## src/rtl/heap_overflow_tracker_pkg.sv

```systemverilog
// Shared types, constants and helpers for the heap overflow tracker.
package heap_overflow_tracker_pkg;

    localparam int HOT_ADDR_W = 32;

    // Registers used as stack/frame pointers; stores through them are not heap fills.
    localparam logic [4:0] STACK_REG_SP = 5'd2;
    localparam logic [4:0] STACK_REG_FP = 5'd8;

    typedef enum logic [0:0] {
        IDLE  = 1'b0,
        TRACK = 1'b1
    } hot_state_e;

    typedef struct packed {
        logic [HOT_ADDR_W-1:0] start;
        logic [HOT_ADDR_W-1:0] last;
    } hot_range_t;

    // Store size in bytes, or 0 when the encoding is not a legal SB/SH/SW size.
    function automatic logic [2:0] hot_eff_size(input logic [2:0] size);
        logic [2:0] eff;
        case (size)
            3'd1, 3'd2, 3'd4: eff = size;
            default:          eff = 3'd0;
        endcase
        return eff;
    endfunction

    // True when the base register is the stack or frame pointer.
    function automatic logic hot_is_stack_reg(input logic [4:0] rs1);
        return (rs1 == STACK_REG_SP) || (rs1 == STACK_REG_FP);
    endfunction

endpackage

```

## src/rtl/heap_overflow_tracker_commit_slot.sv

```systemverilog
// One-entry valid/ready holding register. A new entry may be loaded in the
// same cycle the current one is accepted; a load into a full, non-draining
// slot is discarded and reported with a one-cycle drop pulse.
module heap_overflow_tracker_commit_slot #(
    parameter int DATA_W = 64
) (
    input  logic              clk_i,
    input  logic              rst_i,
    input  logic              load_i,
    input  logic [DATA_W-1:0] data_i,
    input  logic              ready_i,
    output logic              valid_o,
    output logic [DATA_W-1:0] data_o,
    output logic              drop_o
);

    logic              r_valid;
    logic [DATA_W-1:0] r_data;
    logic              r_drop;

    logic w_accept;
    logic w_drop;
    logic w_take;

    // Handshake and load/drop decisions for this cycle.
    always_comb begin
        w_accept = r_valid & ready_i;
        w_drop   = load_i & r_valid & ~w_accept;
        w_take   = load_i & ~w_drop;
    end

    // Slot contents: loads win over the clear caused by acceptance.
    always_ff @(posedge clk_i) begin
        if (rst_i) begin
            r_valid <= 1'b0;
            r_data  <= '0;
            r_drop  <= 1'b0;
        end else begin
            if (w_take) begin
                r_valid <= 1'b1;
                r_data  <= data_i;
            end else if (w_accept) begin
                r_valid <= 1'b0;
                r_data  <= r_data;
            end else begin
                r_valid <= r_valid;
                r_data  <= r_data;
            end
            r_drop <= w_drop;
        end
    end

    assign valid_o = r_valid;
    assign data_o  = r_data;
    assign drop_o  = r_drop;

endmodule

```

## src/rtl/heap_overflow_tracker.sv

```systemverilog
// Watches retiring stores for contiguous non-stack fills, commits long runs
// to the range buffer, and raises a crash request when a load that hit a
// tracked range is followed by an indirect jump.
module heap_overflow_tracker
    import heap_overflow_tracker_pkg::*;
#(
    parameter int ADDR_W        = 32,
    parameter int MIN_RUN_BYTES = 32,
    parameter int TIMEOUT       = 10,
    parameter int CNT_W         = 16
) (
    input  logic              clk_i,
    input  logic              rst_i,
    input  logic              op_valid_i,
    input  logic              op_is_store_i,
    input  logic              op_is_load_i,
    input  logic              op_is_jalr_i,
    input  logic [2:0]        op_size_i,
    input  logic [4:0]        op_rs1_i,
    input  logic [ADDR_W-1:0] op_addr_i,
    input  logic              flush_i,
    input  logic              crash_en_i,
    input  logic              buf_hit_i,
    output logic              rng_valid_o,
    input  logic              rng_ready_i,
    output logic [ADDR_W-1:0] rng_start_o,
    output logic [ADDR_W-1:0] rng_last_o,
    output logic              active_o,
    output logic              load_in_range_o,
    output logic              crash_o,
    output logic              drop_o
);

    localparam int               TMR_W    = (TIMEOUT < 1) ? 1 : $clog2(TIMEOUT + 1);
    localparam logic [TMR_W-1:0] TMR_LOAD = TMR_W'(TIMEOUT);
    localparam logic [CNT_W-1:0] CNT_MAX  = '1;
    localparam logic [CNT_W-1:0] CNT_MIN  = CNT_W'(MIN_RUN_BYTES);

    // Run state
    hot_state_e        r_state;
    logic [ADDR_W-1:0] r_start;
    logic [ADDR_W-1:0] r_next;
    logic [CNT_W-1:0]  r_count;
    logic [TMR_W-1:0]  r_timer;
    logic              r_active;
    logic              r_lir;
    logic              r_crash;

    // Decoded inputs and arithmetic
    logic [2:0]        w_size;
    logic [ADDR_W-1:0] w_size_ext;
    logic              w_tracked;
    logic              w_nonstore;
    logic              w_contig;
    logic [ADDR_W:0]   w_run_sum;
    logic [ADDR_W:0]   w_new_sum;
    logic [CNT_W:0]    w_cnt_sum;
    logic [CNT_W-1:0]  w_cnt_sat;
    logic              w_in_live;
    logic              w_crash;

    // Next-state and close request
    hot_state_e        w_state_nxt;
    logic [ADDR_W-1:0] w_start_nxt;
    logic [ADDR_W-1:0] w_next_nxt;
    logic [CNT_W-1:0]  w_count_nxt;
    logic [TMR_W-1:0]  w_timer_nxt;
    logic              w_close;
    logic [ADDR_W-1:0] w_close_start;
    logic [ADDR_W-1:0] w_close_last;
    logic [CNT_W-1:0]  w_close_count;
    logic              w_commit;
    logic [ADDR_W-1:0] w_slot_start;
    logic [ADDR_W-1:0] w_slot_last;

    // Operation decode, address/count arithmetic and load window check.
    always_comb begin
        w_size     = hot_eff_size(op_size_i);
        w_size_ext = ADDR_W'(w_size);
        w_tracked  = op_valid_i & op_is_store_i & (w_size != 3'd0) & ~hot_is_stack_reg(op_rs1_i);
        w_nonstore = op_valid_i & ~op_is_store_i;
        w_contig   = (op_addr_i == r_next);
        w_run_sum  = {1'b0, r_next} + {1'b0, w_size_ext};
        w_new_sum  = {1'b0, op_addr_i} + {1'b0, w_size_ext};
        w_cnt_sum  = {1'b0, r_count} + (CNT_W + 1)'(w_size);
        w_cnt_sat  = w_cnt_sum[CNT_W] ? CNT_MAX : w_cnt_sum[CNT_W-1:0];
        w_in_live  = r_active & (op_addr_i >= r_start) & (op_addr_i < r_next);
        w_crash    = op_valid_i & op_is_jalr_i & r_lir & crash_en_i;
    end

    // Run FSM next state: extend, restart, time out, wrap or flush.
    always_comb begin
        w_state_nxt   = r_state;
        w_start_nxt   = r_start;
        w_next_nxt    = r_next;
        w_count_nxt   = r_count;
        w_timer_nxt   = r_timer;
        w_close       = 1'b0;
        w_close_start = r_start;
        w_close_last  = r_next - ADDR_W'(1);
        w_close_count = r_count;
        if (flush_i) begin
            w_state_nxt = IDLE;
        end else begin
            case (r_state)
                IDLE: begin
                    if (w_tracked) begin
                        if (w_new_sum[ADDR_W]) begin
                            // A lone store that already wraps cannot form a run.
                            w_state_nxt = IDLE;
                        end else begin
                            w_state_nxt = TRACK;
                            w_start_nxt = op_addr_i;
                            w_next_nxt  = w_new_sum[ADDR_W-1:0];
                            w_count_nxt = CNT_W'(w_size);
                            w_timer_nxt = TMR_LOAD;
                        end
                    end else begin
                        w_state_nxt = IDLE;
                    end
                end
                TRACK: begin
                    if (w_tracked) begin
                        if (w_contig) begin
                            if (w_run_sum[ADDR_W]) begin
                                // Run reaches the top of memory: close it including this store.
                                w_close       = 1'b1;
                                w_close_last  = w_run_sum[ADDR_W-1:0] - ADDR_W'(1);
                                w_close_count = w_cnt_sat;
                                w_state_nxt   = IDLE;
                            end else begin
                                w_next_nxt  = w_run_sum[ADDR_W-1:0];
                                w_count_nxt = w_cnt_sat;
                                w_timer_nxt = TMR_LOAD;
                            end
                        end else begin
                            // Gap: close the current run and restart from this store.
                            w_close = 1'b1;
                            if (w_new_sum[ADDR_W]) begin
                                w_state_nxt = IDLE;
                            end else begin
                                w_start_nxt = op_addr_i;
                                w_next_nxt  = w_new_sum[ADDR_W-1:0];
                                w_count_nxt = CNT_W'(w_size);
                                w_timer_nxt = TMR_LOAD;
                            end
                        end
                    end else if (w_nonstore) begin
                        if (r_timer == '0) begin
                            w_close     = 1'b1;
                            w_state_nxt = IDLE;
                        end else begin
                            w_timer_nxt = r_timer - TMR_W'(1);
                        end
                    end else begin
                        w_state_nxt = TRACK;
                    end
                end
                default: begin
                    w_state_nxt = IDLE;
                end
            endcase
        end
        w_commit = w_close & (w_close_count >= CNT_MIN);
    end

    // Run FSM state and run bookkeeping registers.
    always_ff @(posedge clk_i) begin
        if (rst_i) begin
            r_state  <= IDLE;
            r_start  <= '0;
            r_next   <= '0;
            r_count  <= '0;
            r_timer  <= '0;
            r_active <= 1'b0;
        end else begin
            r_state  <= w_state_nxt;
            r_start  <= w_start_nxt;
            r_next   <= w_next_nxt;
            r_count  <= w_count_nxt;
            r_timer  <= w_timer_nxt;
            r_active <= (w_state_nxt == TRACK);
        end
    end

    // Load hit flag and one-cycle crash request.
    always_ff @(posedge clk_i) begin
        if (rst_i) begin
            r_lir   <= 1'b0;
            r_crash <= 1'b0;
        end else begin
            if (op_valid_i & op_is_load_i) begin
                r_lir <= buf_hit_i | w_in_live;
            end else if (w_crash) begin
                r_lir <= 1'b0;
            end else begin
                r_lir <= r_lir;
            end
            r_crash <= w_crash;
        end
    end

    heap_overflow_tracker_commit_slot #(
        .DATA_W (2 * ADDR_W)
    ) u_commit_slot (
        .clk_i   (clk_i),
        .rst_i   (rst_i),
        .load_i  (w_commit),
        .data_i  ({w_close_start, w_close_last}),
        .ready_i (rng_ready_i),
        .valid_o (rng_valid_o),
        .data_o  ({w_slot_start, w_slot_last}),
        .drop_o  (drop_o)
    );

    assign rng_start_o     = w_slot_start;
    assign rng_last_o      = w_slot_last;
    assign active_o        = r_active;
    assign load_in_range_o = r_lir;
    assign crash_o         = r_crash;

endmodule

```

## config.mk

```make
export PLATFORM = sky130hd
export DESIGN_NAME = heap_overflow_tracker
export DESIGN_NICKNAME = d
export VERILOG_FILES = /design/src/rtl/heap_overflow_tracker_pkg.sv /design/src/rtl/heap_overflow_tracker_commit_slot.sv /design/src/rtl/heap_overflow_tracker.sv
export SDC_FILE = /design/constraint.sdc
export NUM_CORES = 1
export LEC_CHECK = 0
export CAP_MARGIN = 5
export CORE_MARGIN = 2
export CORE_UTILIZATION = 35
export DETAILED_ROUTE_END_ITERATION = 7
export GPL_ROUTABILITY_DRIVEN = 0
export MAX_ROUTING_LAYER = met4
export PLACE_DENSITY = 0.65
export SYNTH_ARGS = -nofsm -noshare
export SYNTH_HDL_FRONTEND = slang
export SYNTH_SLANG_ARGS = --single-unit
```

## constraint.sdc

```tcl
create_clock -name clk_i -period 8.3 [get_ports clk_i]
set_input_delay 2.49 -clock clk_i [delete_from_list [all_inputs] [get_ports clk_i]]
set_output_delay 2.49 -clock clk_i [all_outputs]
set_load 0.02 [all_outputs]
```

Word-level counts from Yosys, hierarchy flattened
Cells that the tools add are included.
{"block": "op_classes", "eq_ne": 13, "n_reduce_logical": 10, "bitwise_logic": 22, "n_addsub": 6, "mux": 56, "n_lt_le_gt_ge": 3}
{"op": "$mux 32", "count": 14}
{"op": "$mux 16", "count": 11}
{"op": "$pmux 32 s2", "count": 2}
{"op": "$add 32x3->33", "count": 2}
{"op": "$sub 32x1->32 const B", "count": 2}
{"op": "$eq 32x32->1", "count": 1}
{"op": "$ge 32x32->1", "count": 1}
{"op": "$lt 32x32->1", "count": 1}
{"op": "$pmux 16 s2", "count": 1}
{"op": "$mux 4", "count": 7}
{"op": "$mux 1", "count": 18}
{"op": "$add 16x3->17", "count": 1}
{"op": "$ge 16x6->1 const B", "count": 1}
{"op": "$and 1x1->1", "count": 15}
{"op": "$pmux 4 s2", "count": 1}
{"op": "$reduce_and 4->1", "count": 2}
{"op": "$ne 3x3->1 const B", "count": 2}
{"op": "$not 1->1", "count": 6}
{"op": "$eq 5x2->1 const B", "count": 1}
{"op": "$eq 5x4->1 const B", "count": 1}
{"op": "$reduce_and 5->1", "count": 1}
{"op": "$logic_not 4->1", "count": 1}
{"op": "$ne 2x2->1 const B", "count": 2}
{"op": "$ne 4x4->1 const B", "count": 1}
{"op": "14 further kinds", "count": 15}
{"block": "totals", "register_bits": 153, "input_bits": 50, "word_cells": 120, "output_inout_bits": 69}

Longest topological paths before layout
Gate-level depths: netlist of the first run.
{"block": "logic_depth", "ltp_word": 17, "mapped_depth": 15, "ltp_nobuf": 13}

Cells and area by module
Synthesis of the first run repeated with hierarchy kept, for this count alone.
{"block": "hier_totals", "cells_unflattened": 1398, "area_unflattened_um2": 11028.1}
{"mod": "heap_overflow_tracker", "instances": 1, "seq_area_each_um2": 1741.7, "cells_per_inst": 1114, "area_per_inst_um2": 8035.2}
{"mod": "heap_overflow_tracker_commit_slot", "instances": 1, "seq_area_each_um2": 1321.3, "cells_per_inst": 284, "area_per_inst_um2": 2992.9}

Worst setup path after synthesis of the first run
OpenSTA, ideal clock, no wires.
{"block": "synth_path", "kind": "input to register", "startpoint": "input op_size_i[1]", "endpoint": "register u_commit_slot.r_data[20] (netlist: u_commit_slot.data_o[20])", "path_stages": 14, "setup_time_ps": 67, "arrival_ps": 5990, "n_path_buf": 1, "slack_ps": 2243, "required_time_ps": 8233, "cell_sequence": "nor3b_1 -> ha_1 -> inv_1 -> fa_1 -> nand2b_1 -> a2111oi_0 -> nand2_1 -> xnor2_1 -> nor4b_1 -> nand4_1 -> nor3_1 -> o21ai_2 -> buf_6 -> o21ai_2"}
{"block": "synth_between", "elab_chain_len": 16, "word_cells_on_any_way": 33, "cone_classes": "add/sub (3); order compare (1); eq/ne (3); mux (17); bitwise (7); reduce/logical (2)"}
{"element": "start: declaration", "line_no": "heap_overflow_tracker.sv:18", "rtl": "input logic [2:0] op_size_i,"}
{"element": "$eq 3x1->1, or another cell as far along", "line_no": "heap_overflow_tracker_pkg.sv:23", "rtl": "case (size)"}
{"element": "$reduce_or 3->1", "line_no": "heap_overflow_tracker_pkg.sv:23"}
{"element": "$mux 3 (*)", "line_no": "heap_overflow_tracker_pkg.sv:23"}
{"element": "$add 16x3->17", "line_no": "heap_overflow_tracker.sv:85", "rtl": "w_cnt_sum = {1'b0, r_count} + (CNT_W + 1)'(w_size);"}
{"element": "$mux 16", "line_no": "heap_overflow_tracker.sv:86", "rtl": "w_cnt_sat = w_cnt_sum[CNT_W] ? CNT_MAX : w_cnt_sum[CNT_W-1:0];"}
{"element": "$mux 16", "line_no": "heap_overflow_tracker.sv:125", "rtl": "if (w_run_sum[ADDR_W]) begin"}
{"element": "$mux 16", "line_no": "heap_overflow_tracker.sv:124", "rtl": "if (w_contig) begin"}
{"element": "$mux 16", "line_no": "heap_overflow_tracker.sv:123", "rtl": "if (w_tracked) begin"}
{"element": "$mux 16", "line_no": "heap_overflow_tracker.sv:105", "rtl": "case (r_state)"}
{"element": "$mux 16", "line_no": "heap_overflow_tracker.sv:102", "rtl": "if (flush_i) begin"}
{"element": "$ge 16x6->1", "line_no": "heap_overflow_tracker.sv:164", "rtl": "w_commit = w_close & (w_close_count >= CNT_MIN);"}
{"element": "$and 1x1->1", "line_no": "heap_overflow_tracker.sv:164"}
{"element": "$and 1x1->1 (2 in series)", "line_no": "heap_overflow_tracker_commit_slot.sv:28", "rtl": "w_drop = load_i & r_valid & ~w_accept;"}
{"element": "$not 1->1", "line_no": "heap_overflow_tracker_commit_slot.sv:29", "rtl": "w_take = load_i & ~w_drop;"}
{"element": "$and 1x1->1", "line_no": "heap_overflow_tracker_commit_slot.sv:29"}
{"element": "end signal: assignment", "line_no": "heap_overflow_tracker_commit_slot.sv:41", "rtl": "r_data <= data_i;"}
{"element": "end signal: assignment", "line_no": "heap_overflow_tracker_commit_slot.sv:44", "rtl": "r_data <= r_data;"}
{"element": "end signal: assignment", "line_no": "heap_overflow_tracker_commit_slot.sv:47", "rtl": "r_data <= r_data;"}
{"element": "end: declaration", "line_no": "heap_overflow_tracker_commit_slot.sv:18", "rtl": "logic [DATA_W-1:0] r_data;"}
Mark *: on every way between the ends. The rest lies on a longest branch, timed or not.
A chain may end at the register's enable or synchronous reset.

Final worst setup path of the first run
{"block": "layout_path", "startpoint": "input op_size_i[0]", "endpoint": "register u_commit_slot.r_data[51] (netlist: u_commit_slot.data_o[51])"}
{"block": "layout_between", "elab_chain_len": 16, "word_cells_on_any_way": 27, "cone_classes": "add/sub (2); order compare (1); eq/ne (3); mux (12); bitwise (7); reduce/logical (2)"}
{"element": "$eq 3x1->1, or another cell as far along", "line_no": "heap_overflow_tracker_pkg.sv:23"}
{"element": "$reduce_or 3->1", "line_no": "heap_overflow_tracker_pkg.sv:23"}
{"element": "$mux 3 (*)", "line_no": "heap_overflow_tracker_pkg.sv:23"}
{"element": "$add 16x3->17", "line_no": "heap_overflow_tracker.sv:85"}
{"element": "$mux 16", "line_no": "heap_overflow_tracker.sv:86"}
{"element": "$mux 16", "line_no": "heap_overflow_tracker.sv:125"}
{"element": "$mux 16", "line_no": "heap_overflow_tracker.sv:124"}
{"element": "$mux 16", "line_no": "heap_overflow_tracker.sv:123"}
{"element": "$mux 16", "line_no": "heap_overflow_tracker.sv:105"}
{"element": "$mux 16", "line_no": "heap_overflow_tracker.sv:102"}
{"element": "$ge 16x6->1", "line_no": "heap_overflow_tracker.sv:164"}
{"element": "$and 1x1->1 (*)", "line_no": "heap_overflow_tracker.sv:164"}
{"element": "$and 1x1->1 (2 in series)", "line_no": "heap_overflow_tracker_commit_slot.sv:28"}
{"element": "$not 1->1", "line_no": "heap_overflow_tracker_commit_slot.sv:29"}
{"element": "$and 1x1->1 (*)", "line_no": "heap_overflow_tracker_commit_slot.sv:29"}
Marked as above.

==> results of run 1 <==
## per-stage QoR
step,total power (W),utilization [%]
CTS,0.00184,42.9
global placement,0.00106,40.9
floorplan,0.000964,-
global route,0.00191,42.9
detailed placement,0.00106,40.9
finish,0.00184,42.9
## flip-flops by register name (all words and copies together), names as in the netlist
register and count:
load_in_range_o 1, u_commit_slot.drop_o 1, active_o 1, r_next 32, r_count 16, u_commit_slot.data_o 64, crash_o 1, r_start 32
r_timer 4, u_commit_slot.valid_o 1
## cell usage in the layout, fill, tap and decap left out, drive strengths merged, types with 4 or more instances in the layout
cell type        n
nand2          170
o211ai           7
a221oi           7
and4             4
dfxtp          153
xnor2           57
a21o            26
clkbuf          18
o221ai           4
o21ai           74
mux2i           37
nand2b          12
inv             84
a211oi          12
or2              5
xor2            22
a21oi          114
a2111oi          5
buf             20
nor4            19
ha              76
o21a             5
nor2           106
nand3           44
mux2             4
or4              5
and3            14
nor3            50
clkdlybuf4s50  117
clkinv           7
and2            10
o31ai           10
nor2b            6
nor3b            4
clkinvlp         4
a31oi           10
nand4           39
a22oi           10
o22ai            6
or3              7
## cells by family (layout without fill, tap and decap cells)
family | Yosys count | count (layout)
AO/OA/AOI/OAI | 320 | 320
flip-flops | 153 | 153
AND/OR/NAND/NOR | 504 | 504
XOR/XNOR | 79 | 79
multiplexers | 41 | 41
adder cells (fa/ha/maj) | 79 | 79
buffers and inverters | 158 | 252
## power breakdown
group,switching [W],internal [W]
Combinational,0.000167,0.000124
Clock,0.000345,0.000444
Sequential,0.0000159,0.000743
## per-layer routing
metal | GRT usage (%) | vias to the layer above
met5 | - | -
met4 | 6.77 | 0
met3 | 3.59 | 58
met2 | 33.5 | 445
met1 | 30.2 | 4699
li1 | - | 4901
## synthesized netlist by cell type, drive strengths merged (12+ instances only)
| master | instances |
|---|---|
| nand2 | 170 |
| dfxtp | 153 |
| a21oi | 114 |
| nor2 | 106 |
| inv | 82 |
| ha | 76 |
| o21ai | 74 |
| clkbuf | 60 |
| xnor2 | 57 |
| nor3 | 50 |
| nand3 | 44 |
| nand4 | 39 |
| mux2i | 37 |
| a21o | 26 |
| xor2 | 22 |
| nor4 | 19 |
| buf | 15 |
| and3 | 14 |
| a211oi | 12 |
| nand2b | 12 |
## final timing paths
kind / startpoint / to / depth (start not counted)
worst min register to register: u_commit_slot.data_o[22]$_SDFFE_PP0P_ / u_commit_slot.data_o[22]$_SDFFE_PP0P_ / 2
worst max register to register: r_next[11]$_SDFFE_PP0P_ / r_next[25]$_SDFFE_PP0P_ / 12
worst max-delay path: op_size_i[0] / u_commit_slot.data_o[51]$_SDFFE_PP0P_ / 14
worst min-delay path: u_commit_slot.data_o[22]$_SDFFE_PP0P_ / u_commit_slot.data_o[22]$_SDFFE_PP0P_ / 2
## worst max-delay path, stage by stage
cell and delay, ns:
clkdlybuf4s50_1 0.52, nor3b_1 0.52, ha_1 0.27, inv_1 0.06
fa_1 0.39, nand2b_1 0.23, a211oi_1 0.49, nand3_1 0.29
nor4_1 0.43, o41a_1 0.28, o2111a_2 0.35, buf_4 0.43
mux2i_1 0.25, nor2_1 0.06
## final cells by class
class                   instances  share of cell area, %
repair buffers                137                   10.8
well taps                     384                   3.89
inverters                      83                   2.52
clock buffers                  18                   3.47
multi-input cells            1023                   53.3
clock inverters                14                   1.20
flip-flops and latches        153                   24.8
==> reports/summary.txt, run 1 <==
Post-synthesis compound-gate area fraction = 19.9%
CTS Root Cell = clkbuf_16
Top cell type's share of synthesized area = 29.8%
Setup Skew = 0.0122 ns
Mean number of vias per cell = 5.58
Static leakage = 4.34 nW
TritonCTS Buffers = 17
Area share of and/or/nand/nor cells after synthesis = 23.6%
Die Span Y = 175 um
Adder-Cell Fraction of Synth Area = 9.84%
Setup tns final = 0 ns
Syn_nets = 1463
Final ANT Viol Nets = 0
# diodes = 0
Top Layer Used = met4
Kind of critical path = primary input to flip-flop
CTS tree = yes
Num rows = 62
Footprint of the multi-input gates = 0.00659 sq mm
Mux share of post-synthesis cell area = 4.04%
Post-synthesis xor/xnor area fraction = 6.74%
Port bufs = 118
Critical Path RT = 8.59 ns
Final Hold Violating Endpoints = 0
DRC viols = 0
Layout cells sized above 1 = 5.67%
First-pass GRT wire length = 53100 um
Setup ws final = 1.49 ns
Maximum clock rate = 147 MHz
Final WL = 32700 um
First-pass DRT Iterations = 6
Final nets = 1544
Die Span X = 175 um
Outcome = finished, final reports clean
Critical path fanouts, max = 25
Antenna violations before repair = 0
Sequential cell area = 0.00306 sq mm
Fin Hold WS = 0.455 ns
Pin slew with the least headroom to its limit = 0.971 ns
Area of the mapped netlist = 0.0103 sq mm
Setup-failing EPs final = 0
Routed vias = 10100
WL met3 = 2360 um
Clock buffer depth = 2
WL met1 = 15300 um
Iteration-0 DRC Markers = 924
Fillers = 2872
Post-synth ARST share = 0%
TritonCTS Sinks = 153
Finished Layout Cells = 1812
Grt ovf = 0
Sequential area share after synthesis = 29.8%
YS warnings = 0
Worst-Skew Late Latency = 0.44 ns
Initial Util = 35.7%
H-tree levels = 4
Mapped Cells = 1334
Num ports = 119
Max-cap viol count = 0
FF-to-FF setup slack = 3.89 ns
Largest net degree at the start of global routing = 76
Placed insts = 1780
Post-CTS Resized = 0
Pins over their slew limit = 0
Pwr/cell area = 149 mW/mm^2
Cell variety after synth = 76
Dpl ws = 1.19 ns
Final HPWL DP = 24300 um
Core area = 0.0288 sq mm
Clk pin slew, worst setup/hold paths = 0.07 ns
Hold WC Path Type = flip-flop to flip-flop
Number of synthesized flops with an enable pin = 0
GR Util All Layers = 22.1%
Number of global-route vias before repair = 9778
Tmin final = 6.81 ns
Relative slew margins = 35.1%
Post-CTS Setup Repair Bufs = 0
Count of state elements after synthesis = 153
P&R area growth vs syn = 20.4%
WP data arrival = 7.10 ns
Worst Setup End Kind = flip-flop
Mean Syn Cell Area = 7.70 sq um
Ranking of synthesized cells by area = dfxtp_1 (30%), ha_1 (9.3%), nand2_1 (6.2%)
Synth area leader = dfxtp_1
Synth Flop Type = dfxtp_1
Hold Buf Count CTS = 0
DR WL met2 = 14300 um
Post-Place Cell Area = 0.0118 sq mm
RSZ-0062 raised after global routing = false
WL per Instance = 18.0 um
Maximum vdd ir drop = 0.000116 V
Design area = 0.0124 sq mm
Fin crit share = 82.0%
Die ar. = 0.0307 sq mm
Setup crit start kind = primary input
Largest family of logic cells by synthesized area = simple AND/OR/NAND/NOR gates
Power figures use the tool's default switching activity.
==> run 2: changes to the inputs <==
==> constraint.sdc (replaced) <==
create_clock -name clk_i -period 6.9 [get_ports clk_i]
set_input_delay 2.07 -clock clk_i [delete_from_list [all_inputs] [get_ports clk_i]]
set_output_delay 2.07 -clock clk_i [all_outputs]
set_load 0.02 [all_outputs]
==> run 2 against run 1 <==
Count of clock-buffer cells in the layout is 1 higher. Critical endpoint is now u_commit_slot.data_o[6]$_SDFFE_PP0P_. Cell count is 0.50% higher. Power grew 22%. Flip-flop and latch count unchanged. Largest cell class unchanged. Non-clock buffer count rose by 10.
==> reports/summary.txt, run 2 (synthesis gave the netlist of run 1 again) <==
Outcome = finished, final reports clean
Clk pin slew, worst setup/hold paths = 0.06 ns
Maximum vdd ir drop = 0.000116 V
Clock power frac = 43.8%
Num ports = 119
Pin slew with the least headroom to its limit = 1.04 ns
Mean number of vias per cell = 5.56
Hold Buf Count CTS = 0
Largest net degree at the start of global routing = 69
Final Hold Violating Endpoints = 0
Pins over their slew limit = 0
Critical path fanouts, max = 12
Num rows = 62
Number of global-route vias before repair = 9410
Final WL = 32500 um
CTS tree = yes
WP data arrival = 6.48 ns
Worst-Skew Late Latency = 0.44 ns
Post-CTS Resized = 0
WL met1 = 15200 um
Total Power = 0.00225 W
Layout cells sized above 1 = 6.33%
Top Layer Used = met4
Initial Util = 35.7%
# diodes = 0
TritonCTS Buffers = 17
Core area = 0.0288 sq mm
Final HPWL DP = 24600 um
H-tree levels = 4
Static leakage = 4.42 nW
Flop pwr share = 40.6%
Maximum clock rate = 163 MHz
First-pass DRT Iterations = 6
Most frequent cells in the layout = nand2_1 (170), dfxtp_1 (153), clkdlybuf4s50_1 (117)
Net Sw Power = 0.000620 W
Routed vias = 10100
Die ar. = 0.0307 sq mm
Setup-failing EPs final = 0
Internal Power = 0.00163 W
Grt ovf = 0
Pwr/cell area = 180 mW/mm^2
Iteration-0 DRC Markers = 1047
Design area = 0.0125 sq mm
Post-CTS Setup Repair Bufs = 0
WL per Instance = 17.9 um
Dpl ws = 0.406 ns
DRC viols = 0
Setup crit start kind = primary input
Setup tns final = 0 ns
Max-cap viol count = 0
Commonest non-fill, non-tap cell in the layout = nand2_1
DR WL met2 = 14000 um
Port bufs = 118
Sw frac = 27.6%
Antenna violations before repair = 0
Post-Place Cell Area = 0.0119 sq mm
Final ANT Viol Nets = 0
Final nets = 1554
WL met3 = 2350 um
Setup ws final = 0.779 ns
Fin crit share = 88.7%
RSZ-0062 raised after global routing = false
P&R area growth vs syn = 21.4%
First-pass GRT wire length = 51700 um
Final Util = 43.3%
GR Util All Layers = 21.6%
CTS Root Cell = clkbuf_16
Hold WC Path Type = flip-flop to flip-flop
Clock buffer depth = 2
Tmin final = 6.12 ns
Die Span X = 175 um
Max FFs per register = 64
Die Span Y = 175 um
Combinational Power Share = 15.6%
Worst Setup End Kind = flip-flop
TritonCTS Sinks = 153
Setup Skew = 0.0140 ns
Relative slew margins = 30.5%
Kind of critical path = primary input to flip-flop
Critical Path RT = 7.26 ns
## run 2: worst paths after layout
kind                                              start                               endpoint  slack, ns  depth (start not counted)
setup / recovery                           op_size_i[0]   u_commit_slot.data_o[6]$_SDFFE_PP0P_       0.78                         15
hold / removal    u_commit_slot.data_o[29]$_SDFFE_PP0P_  u_commit_slot.data_o[29]$_SDFFE_PP0P_       0.45                          2
setup reg to reg                r_next[11]$_SDFFE_PP0P_                r_next[30]$_SDFFE_PP0P_       2.58                         11
hold reg to reg   u_commit_slot.data_o[29]$_SDFFE_PP0P_  u_commit_slot.data_o[29]$_SDFFE_PP0P_       0.45                          2
## run 2: cell type report
class                           count  area [sq um]
Clock buffer                       19           453
Clock inverter                     12           148
Fill cell                        2863         16300
Inverter                           83           312
Multi-Input combinational cell   1023          6590
Sequential cell                   153          3060
Tap cell                          384           480
Timing Repair Buffer              147          1420
## run 2: power groups by stage
stage	logic [W]	clock network, W	registers (W)
floorplan	0.000240	0	0.000920
global placement	0.000341	0	0.000931
detailed placement	0.000346	0	0.000932
CTS	0.000349	0.000992	0.000912
global route	0.000391	0.00103	0.000914
finish	0.000351	0.000985	0.000913
## run 2: per-stage QoR
step | std cells | hold slack, ns
floorplan | 1334 | 0.449
global placement | 1790 | 0.436
detailed placement | 1790 | 0.447
CTS | 1821 | 0.462
global route | 1821 | 0.471
finish | 1821 | 0.454
## run 2: routing by layer
metal  track usage [%]  vias to the layer above
met5                 -                        -
met4              7.47                        0
met3              3.70                       82
met2              31.5                      462
met1              30.0                     4647
li1                  -                     4933
## run 2: worst max-delay path, cell delays in order
cell and delay [ns]:
clkdlybuf4s50_1 0.51, nor3b_1 0.35, ha_1 0.24, inv_1 0.05, fa_1 0.42, nand2b_1 0.26, a2111oi_0 0.50, buf_4 0.22
nand2_1 0.09, xnor2_1 0.17, nor4b_1 0.52, nand4_1 0.28, nor3_1 0.32, o21ai_2 0.27, o21ai_0 0.21
